## src/rtl/rx_pkg.sv

```systemverilog
// rx_pkg: shared types and defaults for the serial RX framing path.
// Optional parity support in the users of this package is selected by RX_FRAME_PARITY_EN.
package rx_pkg;

    typedef enum logic [2:0] {
        IDLE   = 3'd0,
        START  = 3'd1,
        DATA   = 3'd2,
        PARITY = 3'd3,
        STOP   = 3'd4,
        BREAK  = 3'd5
    } rx_state_e;

    localparam int unsigned RX_CLKS_PER_BIT = 16;

    // Reload value that places the first sample point in the middle of the start bit.
    function automatic int unsigned rx_half_bit_load(input int unsigned clks_per_bit);
        return (clks_per_bit / 2) - 1;
    endfunction

endpackage

```

## src/rtl/rx_bit_timer.sv

```systemverilog
// rx_bit_timer: loadable down-counter for bit timing. tc is high while the
// count is zero; the count parks at zero until the next load.
// Build macro RX_FRAME_PARITY_EN has no effect on this file.
module rx_bit_timer
    import rx_pkg::*;
#(
    parameter  int unsigned CLKS_PER_BIT = RX_CLKS_PER_BIT,
    localparam int unsigned CW           = $clog2(CLKS_PER_BIT)
) (
    input  logic          clk,
    input  logic          rstn,
    input  logic          load,
    input  logic [CW-1:0] load_val,
    output logic          tc
);

    logic [CW-1:0] cnt_q;
    logic [CW-1:0] cnt_d;

    // Next count: load wins, otherwise count down and hold at zero.
    always_comb begin
        cnt_d = cnt_q;
        if (load) begin
            cnt_d = load_val;
        end else if (cnt_q != '0) begin
            cnt_d = cnt_q - 1'b1;
        end
    end

    // Count register with synchronous active-low reset.
    always_ff @(posedge clk) begin
        if (!rstn) begin
            cnt_q <= '0;
        end else begin
            cnt_q <= cnt_d;
        end
    end

    assign tc = (cnt_q == '0);

endmodule

```

## src/rtl/rx_frame_ctrl.sv

```systemverilog
// rx_frame_ctrl: receive framing controller. Synchronises rx, validates the
// start bit, samples N data bits LSB-first at bit mid-points and drives the
// downstream shift register, then checks the stop bit.
// Build macro RX_FRAME_PARITY_EN adds the PARITY state and the parity_err port.
module rx_frame_ctrl
    import rx_pkg::*;
#(
    parameter int unsigned N            = 5,
    parameter int unsigned CLKS_PER_BIT = RX_CLKS_PER_BIT,
    parameter int unsigned PARITY_ODD   = 0
) (
    input  logic clk,
    input  logic rstn,
    input  logic rx,
    output logic sample_bit,
    output logic shift_en,
    output logic rx_done,
    output logic frame_err,
`ifdef RX_FRAME_PARITY_EN
    output logic parity_err,
`endif
    output logic busy
);

    localparam int unsigned CW = $clog2(CLKS_PER_BIT);
    localparam int unsigned IW = $clog2(N + 1);

    localparam logic [CW-1:0] HALF_LOAD = CW'(rx_half_bit_load(CLKS_PER_BIT));
    localparam logic [CW-1:0] FULL_LOAD = CW'(CLKS_PER_BIT - 1);
    localparam logic [IW-1:0] LAST_IDX  = IW'(N - 1);

    if ((CLKS_PER_BIT < 4) || ((CLKS_PER_BIT % 2) != 0) || (PARITY_ODD > 1)) begin : g_cfg_err
        $error("rx_frame_ctrl: CLKS_PER_BIT must be even and >= 4, PARITY_ODD must be 0 or 1");
    end

    logic rx_meta_q;
    logic rx_s_q;

    rx_state_e     state_q,      state_d;
    logic [IW-1:0] bit_idx_q,    bit_idx_d;
    logic          sample_bit_q, sample_bit_d;
    logic          shift_en_q,   shift_en_d;
    logic          rx_done_q,    rx_done_d;
    logic          frame_err_q,  frame_err_d;
`ifdef RX_FRAME_PARITY_EN
    localparam logic PAR_EXP = (PARITY_ODD != 0);
    logic          par_q,        par_d;
    logic          parity_err_q, parity_err_d;
`endif

    logic          tmr_load;
    logic [CW-1:0] tmr_val;
    logic          tmr_tc;

    rx_bit_timer #(
        .CLKS_PER_BIT (CLKS_PER_BIT)
    ) u_bit_timer (
        .clk      (clk),
        .rstn     (rstn),
        .load     (tmr_load),
        .load_val (tmr_val),
        .tc       (tmr_tc)
    );

    // Two-flop synchroniser for the asynchronous line; resets to idle-high.
    always_ff @(posedge clk) begin
        if (!rstn) begin
            rx_meta_q <= 1'b1;
            rx_s_q    <= 1'b1;
        end else begin
            rx_meta_q <= rx;
            rx_s_q    <= rx_meta_q;
        end
    end

    // Next-state, timer control and registered-output logic for the framing FSM.
    always_comb begin
        state_d      = state_q;
        bit_idx_d    = bit_idx_q;
        sample_bit_d = sample_bit_q;
        shift_en_d   = 1'b0;
        rx_done_d    = 1'b0;
        frame_err_d  = 1'b0;
        tmr_load     = 1'b0;
        tmr_val      = FULL_LOAD;
`ifdef RX_FRAME_PARITY_EN
        par_d        = par_q;
        parity_err_d = 1'b0;
`endif
        case (state_q)
            IDLE: begin
                if (!rx_s_q) begin
                    state_d  = START;
                    tmr_load = 1'b1;
                    tmr_val  = HALF_LOAD;
                end
            end
            START: begin
                if (tmr_tc) begin
                    if (!rx_s_q) begin
                        state_d   = DATA;
                        bit_idx_d = '0;
                        tmr_load  = 1'b1;
`ifdef RX_FRAME_PARITY_EN
                        par_d     = 1'b0;
`endif
                    end else begin
                        state_d = IDLE;
                    end
                end
            end
            DATA: begin
                if (tmr_tc) begin
                    sample_bit_d = rx_s_q;
                    shift_en_d   = 1'b1;
                    bit_idx_d    = bit_idx_q + 1'b1;
                    tmr_load     = 1'b1;
`ifdef RX_FRAME_PARITY_EN
                    par_d        = par_q ^ rx_s_q;
                    if (bit_idx_q == LAST_IDX) begin
                        state_d = PARITY;
                    end
`else
                    if (bit_idx_q == LAST_IDX) begin
                        state_d = STOP;
                    end
`endif
                end
            end
`ifdef RX_FRAME_PARITY_EN
            PARITY: begin
                if (tmr_tc) begin
                    par_d    = par_q ^ rx_s_q;
                    tmr_load = 1'b1;
                    state_d  = STOP;
                end
            end
`endif
            STOP: begin
                if (tmr_tc) begin
                    if (rx_s_q) begin
                        rx_done_d    = 1'b1;
`ifdef RX_FRAME_PARITY_EN
                        parity_err_d = (par_q != PAR_EXP);
`endif
                        state_d      = IDLE;
                    end else begin
                        frame_err_d = 1'b1;
                        state_d     = BREAK;
                    end
                end
            end
            BREAK: begin
                if (rx_s_q) begin
                    state_d = IDLE;
                end
            end
            default: begin
                state_d = IDLE;
            end
        endcase
    end

    // FSM state and output registers; reset aborts any frame in progress.
    always_ff @(posedge clk) begin
        if (!rstn) begin
            state_q      <= IDLE;
            bit_idx_q    <= '0;
            sample_bit_q <= 1'b0;
            shift_en_q   <= 1'b0;
            rx_done_q    <= 1'b0;
            frame_err_q  <= 1'b0;
`ifdef RX_FRAME_PARITY_EN
            par_q        <= 1'b0;
            parity_err_q <= 1'b0;
`endif
        end else begin
            state_q      <= state_d;
            bit_idx_q    <= bit_idx_d;
            sample_bit_q <= sample_bit_d;
            shift_en_q   <= shift_en_d;
            rx_done_q    <= rx_done_d;
            frame_err_q  <= frame_err_d;
`ifdef RX_FRAME_PARITY_EN
            par_q        <= par_d;
            parity_err_q <= parity_err_d;
`endif
        end
    end

    assign sample_bit = sample_bit_q;
    assign shift_en   = shift_en_q;
    assign rx_done    = rx_done_q;
    assign frame_err  = frame_err_q;
    assign busy       = (state_q != IDLE);
`ifdef RX_FRAME_PARITY_EN
    assign parity_err = parity_err_q;
`endif

endmodule
```

## config.mk

```make
export PLATFORM = sky130hd
export DESIGN_NAME = rx_frame_ctrl
export DESIGN_NICKNAME = d
export VERILOG_FILES = /design/src/rtl/rx_pkg.sv /design/src/rtl/rx_bit_timer.sv /design/src/rtl/rx_frame_ctrl.sv
export SDC_FILE = /design/constraint.sdc
export NUM_CORES = 1
export LEC_CHECK = 0
export CAP_MARGIN = 20
export CORE_AREA = 2 2 40 42
export CTS_CLUSTER_SIZE = 24
export DETAILED_ROUTE_END_ITERATION = 6
export DIE_AREA = 0 0 42 44
export MAX_ROUTING_LAYER = met4
export PLACE_DENSITY_LB_ADDON = 0.1
export SLEW_MARGIN = 30
export SYNTH_ARGS = -nofsm -noshare
export SYNTH_HDL_FRONTEND = slang
export SYNTH_SLANG_ARGS = --single-unit
```

## constraint.sdc

```tcl
create_clock -name clk -period 3.3 [get_ports clk]
set_clock_uncertainty 0.15 [all_clocks]
set_input_delay 0.66 -clock clk [delete_from_list [all_inputs] [get_ports clk]]
set_output_delay 0.66 -clock clk [all_outputs]
set_load 0.01 [all_outputs]
```

==> flow_summary.toml, run 1 <==
[status]
status = "completed"

[setup_path]
worstSetupPathType = "flip-flop to output pin"
cp_max_fo = 12
end_kind = "output pin"
slowest_stage = "or3_2"
r2r-end = "u_bit_timer.cnt_q[3]$_SDFFE_PN0P_"
reg2reg_depth = 5
rrSetupSlack_ns = 1.34
required_ns = 2.49
start_kind = "flip-flop"
worstPathBufferInverterCount = 1
crit_arrival_ns = 1.69
r2r_start = "u_bit_timer.cnt_q[0]$_SDFFE_PN0P_"
cp_slowest_stage_delay_ns = 0.48
crit_chain = "or3_2 -> clkdlybuf4s50_1"
path_delay_family = "simple AND/OR/NAND/NOR gates"

[pwr]
p_int_uw = 357
p_sw_uw = 185
p_comb_share_pct = 31.7
power_frac_seq_pct = 44.1
swShare_pct = 34.1
clkPwrFrac_pct = 24.2
ir_worst_vdd_v = 0.000490
total_leakage_power_nw = 0.315
pwr_density_cell_nw_per_um2 = 624

[routing]
wl_per_cell_um = 12.9
drt_wl_total_um = 1360
viasPerCell = 6.01
vias = 631
postRouteAntennaNets = 0
drtIter0Drc = 14
drc = 0
firstDrtPassIters = 4

[job]
maxCapViolCount = 0

[sta]
rsz0062_at_grt = "no"
slew_violations = 0
worstMarginPinSlew_ns = 0.597
setup_viol = 0
min_period_over_period_pct = 75.7
finalCriticalPeriod_ns = 2.50
fmax_ghz = 0.400
setup_tns_ns = 0
relSlewSlack_pct = 60.0
hold_viol_final = 0

[finish]
fin_util_pct = 61.2
multi_input_area_um2 = 388
seq_area_um2 = 320
drive_gt1_share_pct = 12.4
syn_to_final_growth_pct = 11.6
fillCellCount = 120
num_antenna_cells = 0
num-nets-final = 97

[logic_synthesis]
synth_area_leader_cell = "dfxtp_1"
synthFlopType = "dfxtp_1"
synth.top_cells.by_count = "16 x dfxtp_1, 9 x inv_1, 7 x a21oi_1"
synth_seq_cells = 16
ys_warn_count = 0
avgSynthCellArea_um2 = 9.38
synthesis.area_um2 = 778
synth_area_leaders = "dfxtp_1 41%, ha_1 6.4%, a21oi_1 4.5%, inv_1 4.3%, nor3b_2 3.2%"
ys_async_sr_fraction_pct = 0
synth_top_area_share_pct = 41.2
synth_edf_count = 0
synth_cell_types = 34
ys_seq_area_share_pct = 41.2
syn_nets = 90
netlist_instances = 83
yosysMostFrequentCell = "dfxtp_1"

[clocking]
cts.htree.levels = 1
cts_buffers = 3
clk_path_buf_depth = 2
clk_latency_ns = 0.29
cts_setup_buffers = 0
ctsHoldBuffers = 0
clkSlewWorstSetupHoldPaths_ns = 0.10
postCtsResizedCells = 0
cts_tree = "yes"
cts_root_buf = "clkbuf_4"
cts_sinks = 16

[worst_hold_path]
hp-class = "flip-flop to flip-flop"
hp-start = "rx_meta_q$_SDFF_PN1_"
min_to = "rx_s_q$_SDFF_PN1_"
min_path_cells = 1

[floorplanning]
rows = 14
die_area_um2 = 1850
ios = 8
die_w_um = 42
dieHeight_um = 44
core_um2 = 1420
initial_core_util_pct = 54.9

[grt]
grt_pass1_vias = 534
track_usage_pct = 16.7
antenna_found_initial = 0
grt_max_degree = 13
grt_overflow = 0
grt_pass1_wl_um = 2290

[place]
place.gp.congestion = 0.809
port_buffers = 7
hpwl_um = 940
==> power by group through the flow <==
stage | clock network [mW] | logic, mW | registers, mW
detailed placement | 0 | 0.169 | 0.243
CTS | 0.132 | 0.173 | 0.239
finish | 0.131 | 0.172 | 0.239
global route | 0.139 | 0.196 | 0.243
global placement | 0 | 0.165 | 0.242
floorplan | 0 | 0.144 | 0.236
==> metrics by stage <==
stage / instance area [um^2] / hold slack [ns] / cells / setup slack [ns] / power [mW]
4_1_cts: 868 / 0.273 / 105 / 0.803 / 0.544
2_1_floorplan: 778 / 0.236 / 83 / 1.51 / 0.380
5_1_grt: 868 / 0.291 / 105 / 0.751 / 0.577
3_3_place_gp: 832 / 0.242 / 101 / 0.918 / 0.406
6_report: 868 / 0.267 / 105 / 0.803 / 0.542
3_5_place_dp: 832 / 0.250 / 101 / 0.831 / 0.412
==> how the worst max path moves through the flow <==
stage / start / to / slack (ns) / cells past startpoint
after floorplan: rstn / rx_done$_SDFF_PN0_ / 1.51 / 4
after global placement: rstn / rx_done$_SDFF_PN0_ / 0.92 / 4
after detailed placement: rstn / rx_done$_SDFF_PN0_ / 0.83 / 4
after CTS: state_q[0]$_SDFFE_PN0P_ / busy / 0.80 / 2
after global routing: state_q[0]$_SDFFE_PN0P_ / busy / 0.75 / 2
final: state_q[0]$_SDFFE_PN0P_ / busy / 0.80 / 2
==> cells by family (layout without fill, tap and decap cells) <==
family / Yosys count / after routing / share of synthesized area [%]
xor+xnor: 2 / 2 / 2.25
compound gates: 24 / 24 / 19.9
simple gates: 22 / 22 / 19.9
mux: 1 / 1 / 1.29
fa+ha+maj: 4 / 4 / 6.43
flops: 16 / 16 / 41.2
buf+inv: 14 / 20 / 9.00
==> final cells by class <==
| class | count | share of cell area, % |
|---|---|---|
| Tap cell | 16 | 2.31 |
| Clock buffer | 4 | 4.18 |
| Multi-Input combinational cell | 53 | 44.7 |
| Timing Repair Buffer | 7 | 8.07 |
| Inverter | 9 | 3.89 |
| Sequential cell | 16 | 36.9 |
==> registers in the layout, indices dropped and copies added (netlist names) <==
| name | flops |
|---|---|
| bit_idx_q | 3 |
| shift_en | 1 |
| frame_err | 1 |
| rx_s_q | 1 |
| u_bit_timer.cnt_q | 4 |
| state_q | 3 |
| rx_done | 1 |
| rx_meta_q | 1 |
| sample_bit | 1 |
==> per-layer routing <==
metal,wire length (um),vias to the layer above,GRT usage (%)
li1,-,315,-
met1,651,285,22.6
met2,579,26,24.4
met3,94,5,2.50
met4,31,0,7.74
met5,0,-,-
==> layout by cell type (no fill, tap or decap), drive strengths merged, types with 4 or more instances in the layout <==
cell type,Yosys,layout
ha,4,4
o21ai,4,4
inv,9,9
clkdlybuf4s50,0,7
dfxtp,16,16
clkbuf,1,4
a21oi,7,7
nand3,4,4
No activity file was read; power rests on OpenSTA's default activity.
==> inputs of run 2 (changes only) <==
--- a/config.mk
+++ b/config.mk
@@ -6,10 +6,10 @@
 export NUM_CORES = 1
 export LEC_CHECK = 0
 export CAP_MARGIN = 20
-export CORE_AREA = 2 2 40 42
+export CORE_AREA = 2 2 42 44
 export CTS_CLUSTER_SIZE = 24
 export DETAILED_ROUTE_END_ITERATION = 6
-export DIE_AREA = 0 0 42 44
+export DIE_AREA = 0 0 44 46
 export MAX_ROUTING_LAYER = met4
 export PLACE_DENSITY_LB_ADDON = 0.1
 export SLEW_MARGIN = 30
==> constraint.sdc (replaced) <==
create_clock -name clk -period 2.4 [get_ports clk]
set_clock_uncertainty 0.15 [all_clocks]
set_input_delay 0.48 -clock clk [delete_from_list [all_inputs] [get_ports clk]]
set_output_delay 0.48 -clock clk [all_outputs]
set_load 0.01 [all_outputs]
==> flow_summary.toml, run 2 (same netlist as run 1, synthesis figures left out) <==
[floorplanning]
initial_core_util_pct = 48.2
rows = 15
dieHeight_um = 46
core_um2 = 1610
die_w_um = 44
die_area_um2 = 2020
ios = 8

[sta]
slew_violations = 0
hold_viol_final = 0
rsz0062_at_grt = "no"
setup_tns_ns = 0
setup_viol = 0
finalCriticalPeriod_ns = 2.31
relSlewSlack_pct = 62.9
min_period_over_period_pct = 96.3
worstMarginPinSlew_ns = 0.553
fmax_ghz = 0.433

[finish]
largestRegisters = "u_bit_timer.cnt_q: 4 flops, bit_idx_q: 3 flops, state_q: 3 flops"
num_antenna_cells = 0
final_cell_mix = "16 x dfxtp_1, 9 x inv_1, 7 x a21oi_1, 7 x clkdlybuf4s50_1"
top_register = "u_bit_timer.cnt_q"
largest_reg_flops = 4
fillCellCount = 155
final_common_cell = "dfxtp_1"
syn_to_final_growth_pct = 12.7
drive_gt1_share_pct = 13.3
num-nets-final = 98

[setup_path]
path_delay_family = "simple AND/OR/NAND/NOR gates"
worstPathBufferInverterCount = 1
crit_arrival_ns = 1.68
required_ns = 1.77
cp_max_fo = 12
cp_slowest_stage_delay_ns = 0.48
crit_chain = "or3_2 -> clkdlybuf4s50_1"
start_kind = "flip-flop"
end_kind = "output pin"
slowest_stage = "or3_2"
worstSetupPathType = "flip-flop to output pin"

[place]
place.gp.congestion = 0.717
hpwl_um = 999
port_buffers = 7

[grt]
grt_pass1_vias = 512
track_usage_pct = 16.1
grt_pass1_wl_um = 2300
grt_max_degree = 13
antenna_found_initial = 0
grt_overflow = 0

[clocking]
cts_root_buf = "clkbuf_4"
cts_buffers = 3
ctsHoldBuffers = 0
clkSlewWorstSetupHoldPaths_ns = 0.10
cts_sinks = 16
postCtsResizedCells = 0
cts.htree.levels = 1
clk_path_buf_depth = 2
cts_tree = "yes"
cts_setup_buffers = 0
clk_latency_ns = 0.28

[pwr]
p_total_uw = 739
ir_worst_vdd_v = 0.000522
total_leakage_power_nw = 0.320
pwr_density_cell_nw_per_um2 = 843

[routing]
drc = 0
wl_per_cell_um = 13.0
viasPerCell = 5.83
drt_wl_total_um = 1390
drtIter0Drc = 14
firstDrtPassIters = 4
postRouteAntennaNets = 0
vias = 624

[worst_hold_path]
hp-class = "flip-flop to flip-flop"

[status]
status = "completed"

[job]
maxCapViolCount = 0
[run 2: routing by layer]
metal  global-route usage [%]  wire (um)  up-vias
met3                     3.57         41        2
li1                         -          -      317
met1                     23.9        731      297
met2                     20.3        600        8
met5                        -          0        -
met4                     7.27         14        0
[run 2: power breakdown]
part	internal, mW	leakage [nW]	switching [mW]
clock network	0.0922	0.0210	0.0869
logic	0.102	0.168	0.130
registers	0.297	0.131	0.0306
total	0.491	0.320	0.248
[run 2: worst paths after layout]
check	from	endpoint	slack, ns	depth (start not counted)
setup / recovery	state_q[0]$_SDFFE_PN0P_	busy	0.09	2
hold / removal	rx_meta_q$_SDFF_PN1_	rx_s_q$_SDFF_PN1_	0.26	1
setup reg to reg	u_bit_timer.cnt_q[0]$_SDFFE_PN0P_	bit_idx_q[2]$_SDFFE_PN0P_	0.45	5
hold reg to reg	rx_meta_q$_SDFF_PN1_	rx_s_q$_SDFF_PN1_	0.26	1
[run 2: layout make-up]
type                    instances  area [um^2]  share of cell area [%]
clock buffers                   4         36.3                    4.14
multi-input cells              53          388                    44.2
flip-flops and latches         16          320                    36.5
inverters                       9         33.8                    3.85
well taps                      17         21.3                    2.43
repair buffers                  8         77.6                    8.84
[run 2: worst reg2reg max path: stages, from the launching register on]
cell     delay (ns)
dfxtp_1        0.35
inv_1          0.08
ha_1           0.16
or3b_2         0.59
or4_1          0.43
a31oi_1        0.13
[run 2: stage by stage]
step	hold slack (ns)	setup slack, ns	area (um^2)	util [%]	instances
after floorplan	0.236	0.633	778	-	83
after global placement	0.241	0.415	841	52.1	103
after detailed placement	0.245	0.374	841	52.1	103
after CTS	0.269	0.0796	877	54.3	107
after global routing	0.275	0.0170	877	54.3	107
final	0.263	0.0885	877	54.3	107
==> inputs of run 3 (changes only) <==
--- a/config.mk
+++ b/config.mk
@@ -5,7 +5,6 @@
 export SDC_FILE = /design/constraint.sdc
 export NUM_CORES = 1
 export LEC_CHECK = 0
-export CAP_MARGIN = 20
 export CORE_AREA = 2 2 42 44
 export CTS_CLUSTER_SIZE = 24
 export DETAILED_ROUTE_END_ITERATION = 6
==> results of run 3 <==
No change in the layout: final DEF, timing and power equal those of run 2.
